## src/rtl/pll_seq_pkg.sv

```systemverilog
`default_nettype none
// ============================================================================
// Module  : pll_seq_pkg
// Purpose : Shared types and constants for the PLL lock sequencer.
//           - seq_state_t : sequencer states
//           - LOSS_CNT_W  : width of the lock-loss counter
//           - RETRY_W     : width of the retry counter
//           - max_int     : elaboration-time helper for counter sizing
// Revision: 1.0 - initial release
// ============================================================================
package pll_seq_pkg;

    typedef enum logic [2:0] {
        PLL_RESET = 3'd0,
        WAIT_LOCK = 3'd1,
        STABLE    = 3'd2,
        HOLD      = 3'd3,
        RUN       = 3'd4,
        FAULT     = 3'd5
    } seq_state_t;

    localparam int LOSS_CNT_W = 8;
    localparam int RETRY_W    = 4;

    function automatic int max_int(input int a, input int b);
        return (a > b) ? a : b;
    endfunction

endpackage
`default_nettype wire

```

## src/rtl/sync_2ff.sv

```systemverilog
`default_nettype none
// ============================================================================
// Module  : sync_2ff
// Purpose : Two-flop synchronizer for asynchronous level signals.
// Ports   : clk  - destination clock
//           rst  - synchronous active-high reset, clears both stages
//           i_d  - asynchronous input
//           o_q  - synchronized output (two clk cycles of latency)
// Revision: 1.0 - initial release
// ============================================================================
module sync_2ff #(
    parameter int WIDTH = 1
) (
    input  logic             clk,
    input  logic             rst,
    input  logic [WIDTH-1:0] i_d,
    output logic [WIDTH-1:0] o_q
);

    logic [WIDTH-1:0] r_meta;
    logic [WIDTH-1:0] r_sync;

    always_ff @(posedge clk) begin
        if (rst) begin
            r_meta <= '0;
            r_sync <= '0;
        end else begin
            r_meta <= i_d;
            r_sync <= r_meta;
        end
    end

    assign o_q = r_sync;

endmodule
`default_nettype wire

```

## src/rtl/pll_lock_sequencer.sv

```systemverilog
`default_nettype none
// ============================================================================
// Module  : pll_lock_sequencer
// Purpose : Board-clock-domain controller for the iCE40 PLL. Pulses the PLL
//           RESETB pin, waits for a synchronized and stable LOCK, then holds
//           the core reset a little longer before releasing it. Retries on
//           lock timeout, parks in a sticky FAULT after too many retries and
//           re-sequences on lock loss or host request.
// Ports   : clk_i        - 12 MHz board clock
//           reset_i      - synchronous active-high reset
//           locked_i     - PLL LOCK (asynchronous)
//           relock_req_i - restart pulse, honoured in RUN or FAULT only
//           pll_resetb_o - PLL RESETB, active-low
//           sys_reset_o  - active-high reset for the PLL-clocked core
//           ready_o      - high in RUN
//           fault_o      - high in FAULT
//           lock_lost_o  - one-cycle pulse on lock loss in RUN
//           retries_o    - retries used in the current acquisition
//           loss_count_o - saturating count of lock losses in RUN
// Revision: 1.0 - initial release
// ============================================================================
module pll_lock_sequencer
    import pll_seq_pkg::*;
#(
    parameter int PLL_RESET_CYCLES    = 16,
    parameter int LOCK_TIMEOUT_CYCLES = 12000,
    parameter int LOCK_STABLE_CYCLES  = 1200,
    parameter int RESET_HOLD_CYCLES   = 64,
    parameter int MAX_RETRIES         = 3
) (
    input  logic                  clk_i,
    input  logic                  reset_i,
    input  logic                  locked_i,
    input  logic                  relock_req_i,
    output logic                  pll_resetb_o,
    output logic                  sys_reset_o,
    output logic                  ready_o,
    output logic                  fault_o,
    output logic                  lock_lost_o,
    output logic [RETRY_W-1:0]    retries_o,
    output logic [LOSS_CNT_W-1:0] loss_count_o
);

    localparam int c_cnt_max = max_int(max_int(PLL_RESET_CYCLES, LOCK_TIMEOUT_CYCLES),
                                       max_int(LOCK_STABLE_CYCLES, RESET_HOLD_CYCLES));
    localparam int c_cnt_w   = $clog2(c_cnt_max) + 1;

    localparam logic [c_cnt_w-1:0] c_prst_last    = c_cnt_w'(PLL_RESET_CYCLES - 1);
    localparam logic [c_cnt_w-1:0] c_timeout_last = c_cnt_w'(LOCK_TIMEOUT_CYCLES - 1);
    localparam logic [c_cnt_w-1:0] c_stable_last  = c_cnt_w'(LOCK_STABLE_CYCLES - 1);
    localparam logic [c_cnt_w-1:0] c_hold_last    = c_cnt_w'(RESET_HOLD_CYCLES - 1);
    localparam logic [RETRY_W-1:0] c_max_retries  = RETRY_W'(MAX_RETRIES);

    seq_state_t            r_state;
    seq_state_t            w_state_nxt;
    logic [c_cnt_w-1:0]    r_cnt;
    logic [c_cnt_w-1:0]    w_cnt_nxt;
    logic [RETRY_W-1:0]    r_retries;
    logic [RETRY_W-1:0]    w_retries_nxt;
    logic [LOSS_CNT_W-1:0] r_loss_cnt;
    logic [LOSS_CNT_W-1:0] w_loss_cnt_nxt;
    logic                  r_lock_lost;
    logic                  w_lock_lost_nxt;
    logic                  w_lock_s;

    // locked_i is used nowhere else: everything below sees only w_lock_s.
    sync_2ff #(
        .WIDTH (1)
    ) u_lock_sync (
        .clk (clk_i),
        .rst (reset_i),
        .i_d (locked_i),
        .o_q (w_lock_s)
    );

    always_comb begin
        w_state_nxt     = r_state;
        w_retries_nxt   = r_retries;
        w_loss_cnt_nxt  = r_loss_cnt;
        w_lock_lost_nxt = 1'b0;

        case (r_state)
            PLL_RESET: begin
                if (r_cnt == c_prst_last) begin
                    w_state_nxt = WAIT_LOCK;
                end
            end
            WAIT_LOCK: begin
                // A lock seen on the final timeout cycle still wins.
                if (w_lock_s) begin
                    w_state_nxt = STABLE;
                end else if (r_cnt == c_timeout_last) begin
                    if (r_retries == c_max_retries) begin
                        w_state_nxt = FAULT;
                    end else begin
                        w_retries_nxt = r_retries + RETRY_W'(1);
                        w_state_nxt   = PLL_RESET;
                    end
                end
            end
            STABLE: begin
                // A glitch restarts the timeout window without costing a retry.
                if (!w_lock_s) begin
                    w_state_nxt = WAIT_LOCK;
                end else if (r_cnt == c_stable_last) begin
                    w_state_nxt = HOLD;
                end
            end
            HOLD: begin
                if (!w_lock_s) begin
                    w_state_nxt = WAIT_LOCK;
                end else if (r_cnt == c_hold_last) begin
                    w_state_nxt = RUN;
                end
            end
            RUN: begin
                // Lock loss takes precedence; a simultaneous relock request
                // would lead to the same place anyway.
                if (!w_lock_s) begin
                    w_lock_lost_nxt = 1'b1;
                    if (r_loss_cnt != '1) begin
                        w_loss_cnt_nxt = r_loss_cnt + LOSS_CNT_W'(1);
                    end
                    w_retries_nxt = '0;
                    w_state_nxt   = PLL_RESET;
                end else if (relock_req_i) begin
                    w_retries_nxt = '0;
                    w_state_nxt   = PLL_RESET;
                end
            end
            FAULT: begin
                if (relock_req_i) begin
                    w_retries_nxt = '0;
                    w_state_nxt   = PLL_RESET;
                end
            end
            default: begin
                w_state_nxt = PLL_RESET;
            end
        endcase

        // The counter times only the bounded states; it is cleared on every
        // state change and idles at zero in RUN and FAULT so it never wraps.
        if (w_state_nxt != r_state) begin
            w_cnt_nxt = '0;
        end else if (r_state == RUN || r_state == FAULT) begin
            w_cnt_nxt = '0;
        end else begin
            w_cnt_nxt = r_cnt + c_cnt_w'(1);
        end
    end

    always_ff @(posedge clk_i) begin
        if (reset_i) begin
            r_state     <= PLL_RESET;
            r_cnt       <= '0;
            r_retries   <= '0;
            r_loss_cnt  <= '0;
            r_lock_lost <= 1'b0;
        end else begin
            r_state     <= w_state_nxt;
            r_cnt       <= w_cnt_nxt;
            r_retries   <= w_retries_nxt;
            r_loss_cnt  <= w_loss_cnt_nxt;
            r_lock_lost <= w_lock_lost_nxt;
        end
    end

    assign pll_resetb_o = (r_state != PLL_RESET) && (r_state != FAULT);
    assign sys_reset_o  = (r_state != RUN);
    assign ready_o      = (r_state == RUN);
    assign fault_o      = (r_state == FAULT);
    assign lock_lost_o  = r_lock_lost;
    assign retries_o    = r_retries;
    assign loss_count_o = r_loss_cnt;

endmodule
`default_nettype wire
```

## config.mk

```make
export PLATFORM = sky130hd
export DESIGN_NAME = pll_lock_sequencer
export DESIGN_NICKNAME = d
export VERILOG_FILES = /design/src/rtl/pll_seq_pkg.sv /design/src/rtl/sync_2ff.sv /design/src/rtl/pll_lock_sequencer.sv
export SDC_FILE = /design/constraint.sdc
export NUM_CORES = 1
export LEC_CHECK = 0
export BUFFER_PORTS_ARGS = -buffer_cell sky130_fd_sc_hd__buf_4
export CAP_MARGIN = 30
export CORE_MARGIN = 3
export CORE_UTILIZATION = 61
export DETAILED_ROUTE_END_ITERATION = 8
export GPL_TIMING_DRIVEN = 0
export PLACE_DENSITY = 0.83
export SYNTH_ARGS = -nofsm -noshare
export SYNTH_HDL_FRONTEND = slang
export SYNTH_SLANG_ARGS = --single-unit
```

## constraint.sdc

```tcl
create_clock -name clk_i -period 3.3 [get_ports clk_i]
set_input_delay 0.165 -clock clk_i [delete_from_list [all_inputs] [get_ports clk_i]]
set_output_delay 0.165 -clock clk_i [all_outputs]
set_load 0.01 [all_outputs]
```

==> impl_metrics.tcl <==
set metrics [dict create \
    skew_ns 0.00719 \
    arrival_ns 2.64 \
    fin_nets 229 \
    hold_depth 2 \
    timing.final.crit_share_pct 72.4 \
    routed_via_density 5.94 \
    multi_input_area_sq_um 918 \
    highest-signal-layer "met4" \
    io_pins 21 \
    antenna_left 0 \
    initial_core_util_pct 65.8 \
    rsz0062_at_grt "false" \
    cp_max_fo 10 \
    cts_tree "built" \
    clkTransAtPathRegs_ns 0.10 \
    timing.fmax_mhz 418 \
    layout.area.seq_sq_um 661 \
    num_antenna_cells 0 \
    final_core_util_pct 76.3 \
    worstSetupPathType "register to register" \
    synth_most_common_cell "dfxtp_1" \
    gr-total-overflow 0 \
    final-setup-viol-count 0 \
    fin_ws_ns 0.910 \
    status "finished clean" \
    layout.cells.non_filler 253 \
    cts_hold_buf 0 \
    synth-async-reset-ratio_pct 0 \
    root_buffer "clkbuf_4" \
    synth_top_area_share_pct 39.8 \
    m1WireLength_mm 1.60 \
    synth-compound-area-share_pct 10.1 \
    synth_area_sq_um 1660 \
    fin_area_sq_um 1920 \
    synth_top_family_by_area "simple AND/OR/NAND/NOR gates" \
    crit_start "r_state[2]$_SDFF_PP0_" \
    fp.dieArea_sq_um 3380 \
    cp-end-kind "register" \
    max_slew_margin_pct 33.0 \
    totalWireLength_mm 3.58 \
    cp-start-kind "register" \
    cts_setup_buffers 0 \
    rows 18 \
    h-tree-depth 2 \
    maxCapViolations 0 \
    coreArea_sq_um 2520 \
    route.met2.wl_mm 1.76 \
    synth-edff-count 0 \
    tightest_slew_ns 0.991 \
    synth_cell_types 41 \
    power_mw 0.743 \
    grt_max_degree 11 \
    critical_path_required_ns 3.55 \
    dr.first_iter.drc_count 83 \
    leakagePower_nw 0.736 \
    drt-pass1-iter-count 4 \
    dr_wl_met3_um 137 \
    yosys.area_share.xor_xnor_pct 11.1 \
    avgSynthCellArea_sq_um 8.46 \
    cts_inserted_buffers 5 \
    drive_gt1_share_pct 15.7 \
    r2r_cells 7 \
    synth-adder-area-share_pct 2.26 \
    ys_top_cells_by_count "dfxtp_1 (33), nor2_1 (23), nand2_1 (18)" \
    drc 0 \
    chipHeight_um 58.2 \
    grt_use_total_pct 23.2 \
    synthCells 196 \
    seq_area_frac_synth_pct 39.8 \
    powerDensity_nw_per_um2 386 \
    synthMuxAreaShare_pct 1.28 \
    die_w_um 58.2 \
    wl_per_cell_um 14.1 \
    reg2reg_from "r_state[2]$_SDFF_PP0_" \
    place_inst 245 \
    gp_congestion 0.853 \
    hold_path_class "input pin to register" \
    synth_area_leaders "dfxtp_1 (40%), xor2_1 (7.4%), nor2_1 (5.2%)" \
    finalSetupTns_ns 0 \
    cts_resized 0 \
    synth_simple_gate_area_share_pct 30.6 \
    hold-worst-slack_ns 0.0334 \
    irDropWorstVdd_mv 0.377 \
    io_buffer_count 19 \
    antenna_found_initial 0 \
    worstSkewPairLatency_ns 0.34 \
    postPlaceCellArea_sq_um 1840 \
    synth_flop_cell "dfxtp_1" \
    dp_hpwl_mm 2.61 \
    clkSinkCount 33 \
    synth_top_cell_by_area "dfxtp_1" \
    fin_crit_ns 2.39 \
    dp_slack_ns 0.992 \
    drv_slew 0 \
    vias 1504 \
    max-clock-path-buffers 2 \
    syn_to_final_growth_pct 16.0 \
    grt_pass1_vias 1425 \
    final.fill_count 197 \
    synth_seq_cells 33 \
    finalHoldViolations 0 \
    yosysWarningCount 0 \
    syn_nets 203 \
    grt_pass1_wl_mm 6.09 \
    min_from "locked_i" \
]
==> worst paths after layout <==
kind / endpoint / slack (ns)
worst min-delay path: u_lock_sync.r_meta$_SDFF_PP0_ / 0.03
worst max-delay path: r_cnt[4]$_SDFF_PP0_ / 0.91
worst max register to register: r_cnt[4]$_SDFF_PP0_ / 0.91
worst min register to register: u_lock_sync.o_q$_SDFF_PP0_ / 0.46
==> logic make-up (layout without fill, tap and decap cells) <==
logic type      count (synthesis)  count (layout)
simple gates                   97              97
flops                          33              33
compound gates                 23              23
xor+xnor                       21              21
buf+inv                        17              44
fa+ha+maj                       3               3
mux                             2               2
==> registers in the layout, indices dropped and copies added, names as in the netlist <==
name,flops
lock_lost_o,1
loss_count_o,8
r_cnt,15
r_state,3
retries_o,4
u_lock_sync.o_q,1
u_lock_sync.r_meta,1
==> worst max-delay path, stage by stage (launching register included) <==
cell and delay, ns:
dfxtp_1 0.31, clkbuf_1 0.19, nor4b_1 0.90, a221oi_1 0.20, o21ai_0 0.18, o211ai_2 0.14
buf_6 0.17, nor3_1 0.20
==> placed cells by master (no fill, tap or decap), types with 4 or more instances in the layout <==
cell type | synthesis | routed
nand2_1 | 18 | 18
clkbuf_1 | 7 | 8
and3_1 | 5 | 5
clkbuf_4 | 0 | 5
buf_4 | 0 | 19
dfxtp_1 | 33 | 33
inv_1 | 6 | 6
a21oi_1 | 4 | 4
nand3_1 | 9 | 9
o21ai_0 | 4 | 4
nor2_1 | 23 | 23
nor3_1 | 13 | 13
nand4_1 | 10 | 10
xnor2_1 | 7 | 7
xor2_1 | 14 | 14
==> power by group <==
group | total (mW) | internal, mW | switching [mW]
sequential | 0.406 | 0.402 | 0.00348
clock | 0.317 | 0.181 | 0.137
combinational | 0.0199 | 0.00760 | 0.0123
total | 0.743 | 0.591 | 0.152
==> area by class of cell <==
class | count | area share [%]
plain buffers | 11 | 2.99
clock buffers | 7 | 2.86
clock inverters | 1 | 1.56
inverters | 6 | 1.17
multi-input cells | 146 | 47.7
flip-flops and latches | 33 | 34.3
well taps | 30 | 1.95
repair buffers | 19 | 7.41
==> layer usage <==
| layer | GRT usage [%] | up-vias |
|---|---|---|
| met5 | 0 | - |
| met4 | 10.3 | 0 |
| met3 | 5.57 | 9 |
| met2 | 39.7 | 33 |
| met1 | 27.4 | 712 |
| li1 | - | 750 |
No activity file was read; power rests on OpenSTA's default activity.
